## config.mk

```make
export PLATFORM = sky130hd
export DESIGN_NAME = run_sequencer
export DESIGN_NICKNAME = d
export VERILOG_FILES = /design/src/rtl/run_sequencer.sv
export SDC_FILE = /design/constraint.sdc
export NUM_CORES = 1
export LEC_CHECK = 0
export BUFFER_PORTS_ARGS = -buffer_cell sky130_fd_sc_hd__clkbuf_2
export CORE_AREA = 8 8 115 117
export CTS_BUF_LIST = sky130_fd_sc_hd__clkbuf_16
export CTS_CLUSTER_SIZE = 12
export DETAILED_ROUTE_END_ITERATION = 16
export DIE_AREA = 0 0 123 125
export GPL_ROUTABILITY_DRIVEN = 0
export PLACE_DENSITY_LB_ADDON = 0.15
export SLEW_MARGIN = 20
export SYNTH_ARGS = -nofsm -noshare
export SYNTH_HDL_FRONTEND = slang
export SYNTH_SLANG_ARGS = --single-unit
```

## constraint.sdc

```tcl
create_clock -name clk -period 5.05 [get_ports clk]
set_input_delay 0.2525 -clock clk [delete_from_list [all_inputs] [get_ports clk]]
set_output_delay 0.2525 -clock clk [all_outputs]
set_load 0.02 [all_outputs]
```

## src/rtl/run_sequencer.sv

```systemverilog
// Host-side run controller: preload data memory, pulse the core's start,
// time the run until halt, then stream results back out. Optional watchdog: RUN_SEQ_WATCHDOG_EN.
module run_sequencer #(
   parameter int unsigned LOAD_BASE    = 0,
   parameter int unsigned LOAD_N       = 8,
   parameter int unsigned DUMP_BASE    = 128,
   parameter int unsigned DUMP_N       = 8,
   parameter int unsigned START_CYCLES = 2,
   parameter int unsigned TIMEOUT      = 100000
) (
   input  logic        clk,
   input  logic        reset,
   input  logic        go,
   output logic        busy,
   output logic        done,
   output logic        timeout,
   input  logic        ld_valid,
   output logic        ld_ready,
   input  logic [7:0]  ld_data,
   output logic        rd_valid,
   input  logic        rd_ready,
   output logic [7:0]  rd_data,
   output logic        cpu_start,
   input  logic        cpu_halt,
   output logic [7:0]  mem_addr,
   output logic        mem_wr,
   output logic        mem_rd,
   output logic [7:0]  mem_wdata,
   input  logic [7:0]  mem_rdata,
   output logic [31:0] run_cycles
);

   typedef enum logic [2:0] {
      S_IDLE  = 3'd0,
      S_LOAD  = 3'd1,
      S_START = 3'd2,
      S_RUN   = 3'd3,
      S_DUMP  = 3'd4,
      S_DONE  = 3'd5
   } state_t;

   state_t      state_q, state_d;
   logic [31:0] ld_cnt_q, ld_cnt_d;
   logic [31:0] dp_cnt_q, dp_cnt_d;
   logic [31:0] st_cnt_q, st_cnt_d;
   logic [31:0] run_cycles_q, run_cycles_d;
   logic        timeout_q, timeout_d;
   logic        busy_q, busy_d;
   logic        done_q, done_d;
   logic        ld_ready_q, ld_ready_d;
   logic        rd_valid_q, rd_valid_d;
   logic        cpu_start_q, cpu_start_d;
   logic        mem_rd_q, mem_rd_d;

   logic [31:0] ld_addr_full;
   logic [31:0] dp_addr_full;
   logic        ld_hs;
   logic        rd_hs;

   assign ld_addr_full = LOAD_BASE + ld_cnt_q;
   assign dp_addr_full = DUMP_BASE + dp_cnt_q;
   assign ld_hs        = ld_ready_q & ld_valid;
   assign rd_hs        = rd_valid_q & rd_ready;

   always_comb begin
      state_d      = state_q;
      ld_cnt_d     = ld_cnt_q;
      dp_cnt_d     = dp_cnt_q;
      st_cnt_d     = st_cnt_q;
      run_cycles_d = run_cycles_q;
      timeout_d    = timeout_q;

      case (state_q)
         S_IDLE: begin
            if (go) begin
               ld_cnt_d = 32'd0;
               dp_cnt_d = 32'd0;
               state_d  = (LOAD_N == 0) ? S_START : S_LOAD;
            end
         end
         S_LOAD: begin
            if (ld_hs) begin
               if (ld_cnt_q == LOAD_N - 1) begin
                  state_d = S_START;
               end else begin
                  ld_cnt_d = ld_cnt_q + 32'd1;
               end
            end
         end
         S_START: begin
            if (st_cnt_q == START_CYCLES - 1) begin
               state_d = S_RUN;
            end else begin
               st_cnt_d = st_cnt_q + 32'd1;
            end
         end
         S_RUN: begin
            run_cycles_d = (run_cycles_q == 32'hFFFF_FFFF) ? run_cycles_q
                                                          : run_cycles_q + 32'd1;
            // run_cycles_q is zero only on the first RUN cycle, where halt may be stale
            if (cpu_halt && (run_cycles_q != 32'd0)) begin
               dp_cnt_d = 32'd0;
               state_d  = (DUMP_N == 0) ? S_DONE : S_DUMP;
            end
`ifdef RUN_SEQ_WATCHDOG_EN
            else if (run_cycles_d == TIMEOUT) begin
               timeout_d = 1'b1;
               state_d   = S_DONE;
            end
`endif
         end
         S_DUMP: begin
            if (rd_hs) begin
               if (dp_cnt_q == DUMP_N - 1) begin
                  state_d = S_DONE;
               end else begin
                  dp_cnt_d = dp_cnt_q + 32'd1;
               end
            end
         end
         S_DONE: begin
            state_d = S_IDLE;
         end
         default: begin
            state_d = S_IDLE;
         end
      endcase

      // Entering START begins a fresh run measurement
      if ((state_d == S_START) && (state_q != S_START)) begin
         st_cnt_d     = 32'd0;
         run_cycles_d = 32'd0;
         timeout_d    = 1'b0;
      end

      busy_d      = (state_d != S_IDLE);
      done_d      = (state_d == S_DONE);
      ld_ready_d  = (state_d == S_LOAD);
      rd_valid_d  = (state_d == S_DUMP);
      mem_rd_d    = (state_d == S_DUMP);
      cpu_start_d = (state_d == S_START);
   end

   always_ff @(posedge clk) begin
      if (reset) begin
         state_q      <= S_IDLE;
         ld_cnt_q     <= 32'd0;
         dp_cnt_q     <= 32'd0;
         st_cnt_q     <= 32'd0;
         run_cycles_q <= 32'd0;
         timeout_q    <= 1'b0;
         busy_q       <= 1'b0;
         done_q       <= 1'b0;
         ld_ready_q   <= 1'b0;
         rd_valid_q   <= 1'b0;
         cpu_start_q  <= 1'b0;
         mem_rd_q     <= 1'b0;
      end else begin
         state_q      <= state_d;
         ld_cnt_q     <= ld_cnt_d;
         dp_cnt_q     <= dp_cnt_d;
         st_cnt_q     <= st_cnt_d;
         run_cycles_q <= run_cycles_d;
         timeout_q    <= timeout_d;
         busy_q       <= busy_d;
         done_q       <= done_d;
         ld_ready_q   <= ld_ready_d;
         rd_valid_q   <= rd_valid_d;
         cpu_start_q  <= cpu_start_d;
         mem_rd_q     <= mem_rd_d;
      end
   end

`ifdef RUN_SEQ_WATCHDOG_EN
   assign timeout = timeout_q;
`else
   logic unused_timeout_cfg;
   assign unused_timeout_cfg = (TIMEOUT == 0) | timeout_q;
   assign timeout = 1'b0;
`endif

   assign busy       = busy_q;
   assign done       = done_q;
   assign ld_ready   = ld_ready_q;
   assign rd_valid   = rd_valid_q;
   assign cpu_start  = cpu_start_q;
   assign mem_rd     = mem_rd_q;
   assign mem_wr     = ld_hs;
   assign mem_wdata  = ld_data;
   assign mem_addr   = rd_valid_q ? dp_addr_full[7:0] : ld_addr_full[7:0];
   assign rd_data    = mem_rdata;
   assign run_cycles = run_cycles_q;

endmodule

```

==> After elaboration in Yosys (flattened, before gate mapping) <==
Index checks and enable logic that the tools add are counted.
{ "op_classes": {"n_addsub": 5, "n_eq_ne": 19, "muxes": 17, "n_bitwise": 4, "n_reduce_logical": 12} }
{ "op_table": {"columns": ["cell", "count"], "rows": [
  ["32-bit 2-to-1 mux", 6],
  ["32-bit by 1-bit adder with 32-bit output, second input constant", 4],
  ["32-bit case mux with 3 select lines", 1],
  ["32-bit by 3-bit equality test with 1-bit output, second input constant", 2],
  ["32-bit case mux with 2 select lines", 1],
  ["32-bit by 1-bit equality test with 1-bit output, second input constant", 1],
  ["32-bit equality test, second input constant", 1],
  ["32-bit nonzero test", 1],
  ["3-bit 2-to-1 mux", 7],
  ["3-bit case mux with 5 select lines", 1],
  ["2-bit != test, second input constant", 6],
  ["3-bit by 2-bit equality test with 1-bit output, second input constant", 3],
  ["3-bit equality test, second input constant", 3],
  ["8-bit adder, first input constant", 1],
  ["8-bit 2-to-1 mux", 1],
  ["3-bit by 1-bit equality test with 1-bit output, second input constant", 2],
  ["3-bit nonzero test", 2],
  ["5-bit AND reduction", 1],
  ["2-bit AND reduction", 2],
  ["4-bit AND reduction", 1],
  ["3-bit logical NOT", 1],
  ["3-bit by 2-bit != test with 1-bit output, second input constant", 1],
  ["1-bit AND", 2],
  ["1-bit logical AND", 2],
  ["other kinds (3)", 4]
]} }
{ "word_totals": {"reg_bits": 136, "in_bits": 22, "output_inout_bits": 64, "word_cells": 67} }

==> Depth between registers and ports, before layout <==
{ "depth": {"depth_word": 7, "ltp_mapped": 10} }

==> Worst setup path before layout <==
OpenSTA, ideal clock, no wires.
{ "synth_path": {"path_type": "register to register", "start": "register run_cycles_q[0], in the netlist run_cycles[0]", "end": "register run_cycles_q[9], in the netlist run_cycles[9]", "arrival_ns": 2.222, "required_time_ns": 4.980, "slack_ns": 2.758, "stages_incl_launch_ff": 9, "path_buffers": 1, "synth_period_minus_slack_ns": 2.292, "path_cell_list": "dfxtp_1 -> ha_1 -> and3_2 -> and4_1 -> and3_4 -> buf_6 -> or4_4 -> or3_1 -> a21oi_1"} }
{ "synth_via": {"elab_chain_cells": 7, "word_cells_on_any_way": 11, "classes_between": "1 x add/sub; 2 x eq/ne; 2 x mux; 1 x bitwise; 5 x reduce/logical"} }
{ "synth_lines": {"columns": ["element", "line", "text"], "rows": [
  ["start, declared", "46", "logic [31:0] run_cycles_q, run_cycles_d;"],
  ["start signal, assigned", "163", "run_cycles_q <= run_cycles_d;"],
  ["32-bit nonzero test", "101", "if (cpu_halt && (run_cycles_q != 32'd0)) begin"],
  ["1-bit logical AND", "101", null],
  ["3-bit 2-to-1 mux", "101", null],
  ["3-bit case mux with 5 select lines", "73", "case (state_q)"],
  ["3-bit by 2-bit equality test with 1-bit output", "130", "if ((state_d == S_START) && (state_q != S_START)) begin"],
  ["1-bit logical AND", "130", null],
  ["2-bit OR reduction (no line)", null, null]
]} }
Parallel ways exist; a longest one is shown, timed or not.
A chain may end at the register's enable or synchronous reset.

==> Worst setup path in the final report <==
{ "layout_path": {"start": "register ld_cnt_q[0]", "end": "register run_cycles_q[18], in the netlist run_cycles[18]"} }
{ "layout_via": {"elab_chain_cells": 7} }
{ "layout_lines": {"columns": ["element", "line", "text"], "rows": [
  ["start, declared", "43", "logic [31:0] ld_cnt_q, ld_cnt_d;"],
  ["start signal, assigned", "160", "ld_cnt_q <= ld_cnt_d;"],
  ["32-bit by 3-bit equality test with 1-bit output", "83", "if (ld_cnt_q == LOAD_N - 1) begin"],
  ["3-bit 2-to-1 mux", "83", null],
  ["3-bit 2-to-1 mux", "82", "if (ld_hs) begin"],
  ["3-bit case mux with 5 select lines", "73", null],
  ["3-bit by 2-bit equality test with 1-bit output", "130", null],
  ["1-bit logical AND", "130", null],
  ["2-bit OR reduction (no line)", null, null]
]} }
Every way passes these cells.

==> impl_metrics.yaml <==
clock_network:
  htree_levels: 4
  cts_tree: "built"
  cts_inserted_buffers: 17
  cts.path.max_buffers: 2
  cts_setup_buffers: 0
  clk_latency_ns: 0.42
  cts.sinks: 136
  clockRootBuffer: "clkbuf_16"
  cts.repair.resized: 0
  clk_pin_slew_ns: 0.06
  postCtsHoldBufs: 0
synth:
  synth_top_family_by_area: "simple AND/OR/NAND/NOR gates"
  syn-num-nets: 874
  synthFlopType: "dfxtp_1"
  synth_area_mm2: 0.007020
  async_reset_ff_frac: 0
  yosysUniqueCellTypes: 58
  yosys.area.top_type: "dfxtp_1"
  synth_compound_area_frac: 0.09018
  yosysWarnings: 0
  ys_seq_area_frac: 0.3878
  yosys-top-cells-area: "dfxtp_1 (39%), nor2_1 (6.8%), xnor2_1 (6.5%)"
  yosys.area_share.xor_xnor: 0.1297
  synthAdderAreaFrac: 0.01069
  synth_mux_area_frac: 0.01408
  syn_inst: 846
  yosys.area_share.simple: 0.3094
  synth_edf_count: 0
  synth_top_area_share: 0.3878
  synth.avg_cell_area_um2: 8.298
  yosys_register_bits: 136
grt:
  met3_usage: 0.05446
  use_met1: 0.2685
  track_usage: 0.2171
  grt_overflow_total: 0
  grt.busiest_layer: "met2"
  grt_pass1_vias: 5990
  grt_pass1_wl_um: 27850
  antenna_found_initial: 0
  met2_usage: 0.3514
  grt_start_max_net_pins: 43
power:
  peakVddDrop_uv: 265.2
  power.internal_w: 0.001848
  leakage_nw: 2.747
  p_seq_frac: 0.460
  netSwitchingPower_w: 0.0005016
  swShare: 0.2135
  combPwrFrac: 0.024
  clockPowerShare: 0.516
  powerDensity_mw_per_mm2: 303.3
die:
  core-area_mm2: 0.01161
  die-area_mm2: 0.01538
  die_w_um: 123
  rows: 40
  ios: 86
  start_util: 0.6046
  die_h_um: 125
setup_path:
  timing.rr.start: "ld_cnt_q[0]"
  worstSetupStartpointType: "flop"
  r2r_cells: 7
  cp_data_arrival_time_ns: 3.12
  r2r_end: "run_cycles[18]"
  rrSetupSlack_ns: 2.21
  path_class: "reg2reg"
  worstPathMaxFanout: 42
  endpoint_kind: "flop"
  cp-endpoint: "run_cycles[18]"
  startpoint: "ld_cnt_q[0]"
  required_ns: 5.34
timing:
  slew_violations: 0
  worst_slack_ns: 2.213
  worstMarginPinSlew_ns: 1.067
  finalHoldViolations: 0
  setup_tns_ns: 0
  slew_headroom: 0.2867
  rsz0062_at_grt: "no"
  layout_min_cycle_time_ns: 2.837
  fmax_mhz: 352.5
  setup_viol_count_final: 0
  fin_crit_sh: 0.5617
  clock_skew_ns: 0.006911
cells_and_area:
  num-fill-cells: 982
  layout.nets: 891
  diodes: 0
  area_delta_synth_final_pct: 10.35
  final_util: 0.6672
  stdcell_count: 1023
  layout-drive-gt1-share: 0.1176
hold_path:
  hold_path_class: "in2reg"
  holdPathStages: 2
routing:
  ant_nets: 0
  drtIter0Drc: 665
  drtPass1Iterations: 6
  routed_via_density: 6.133
  routedWlPerCell_um: 16.36
  vias: 6274
  postRouteWirelength_um: 16740
  drc: 0
placement:
  io_buffers: 52
  placed_cells: 990
  pre_cts_ws_ns: 2.186
  dp_hpwl_um: 11450
status:
  status: "finished clean"
flow_run:
  drv_cap: 0
[cell usage after synthesis, types with 3 or more instances]
cell type / number
buf_4: 18
clkbuf_1: 22
mux2_2: 7
nand4_1: 39
dfxtp_1: 136
nor4b_1: 7
nand2_1: 59
ha_1: 6
o31ai_1: 5
o211a_1: 3
and4_1: 11
a21oi_1: 40
or4_1: 11
a211oi_1: 7
o21ai_0: 13
nand3_1: 46
buf_2: 15
nor2b_1: 7
and3_1: 15
xor2_1: 52
nor4_1: 34
o211ai_1: 5
or3_1: 17
nor2_1: 127
and4_4: 3
and2_1: 4
inv_1: 21
xnor2_1: 52
a2111oi_0: 7
nor3_1: 13
o2111ai_1: 8
[how the worst min path moves through the flow]
stage          slack (ns)      endpoint    startpoint
6_report             0.15   ld_cnt_q[1]         reset
5_1_grt              0.17   ld_cnt_q[1]         reset
4_1_cts              0.14   ld_cnt_q[1]         reset
3_5_place_dp         0.51  st_cnt_q[31]  st_cnt_q[31]
3_3_place_gp         0.49  ld_cnt_q[20]  ld_cnt_q[20]
2_1_floorplan        0.47  ld_cnt_q[22]  ld_cnt_q[22]
[layout by cell type (no fill, tap or decap), types with 25 or more instances in the layout]
master      n
nor4_1     34
nand3_1    46
nor2_1    127
xor2_1     52
clkbuf_2   52
dfxtp_1   136
nand2_1    59
inv_1      25
nand4_1    39
a21oi_1    40
xnor2_1    52
[layout make-up]
type / instances / area, µm² / area share
Clock buffer: 17 / 425.4 / 0.05491
Clock inverter: 15 / 145.1 / 0.01873
Inverter: 21 / 78.83 / 0.01017
Multi-Input combinational cell: 630 / 3894 / 0.5026
Sequential cell: 136 / 2723 / 0.3514
Tap cell: 147 / 183.9 / 0.02374
Timing Repair Buffer: 57 / 297.8 / 0.03844
[kinds of logic (layout without fill, tap and decap cells)]
kind of cell               after synthesis  count (layout)
xor gates and xnor gates               104             104
buffers and inverters                   80             110
and+or+nand+nor                        412             412
muxes                                    9               9
adders and majority gates                6               6
AOI/OAI and AO/OA                       98              98
other                                    1               1
DFF                                    136             136
[state kept, by name, summed over array words and instances, names as in the netlist]
| name | flops |
|---|---|
| ld_cnt_q | 32 |
| st_cnt_q | 32 |
| ld_ready | 1 |
| state_q | 3 |
| cpu_start | 1 |
| done | 1 |
| mem_rd | 1 |
| run_cycles | 32 |
| busy | 1 |
| dp_cnt_q | 32 |
[critical path, cell delays in order (launching register included)]
cell and delay, ns:
dfxtp_1 0.44, ha_1 0.26, nor4b_1 0.25, nand4_1 0.18, nor3_1 0.43, a31o_2 0.55
buf_4 0.48, nor2_1 0.10
[metal layers]
layer	vias to the layer above	routed length [µm]
li1	3037	-
met1	2989	7253
met2	214	8132
met3	34	1026
met4	0	327
met5	-	0
[power by group through the flow]
stage / Combinational [W] / Clock, W / Sequential, W
floorplan: 0.0000592 / 0 / 0.00110
global placement: 0.0000545 / 0 / 0.00110
detailed placement: 0.0000560 / 0 / 0.00110
CTS: 0.0000559 / 0.00123 / 0.00108
global route: 0.0000613 / 0.00127 / 0.00108
finish: 0.0000556 / 0.00121 / 0.00108
[metrics by stage]
stage / hold WS, ns / area (µm²) / power, W
2_1_floorplan: 0.4712 / 7020 / 0.001162
3_3_place_gp: 0.4929 / 7169 / 0.001158
3_5_place_dp: 0.5051 / 7169 / 0.001160
4_1_cts: 0.1430 / 7740 / 0.002361
5_1_grt: 0.1716 / 7747 / 0.002414
6_report: 0.1539 / 7747 / 0.002350
Note: power is estimated with default switching activity, not from simulation.
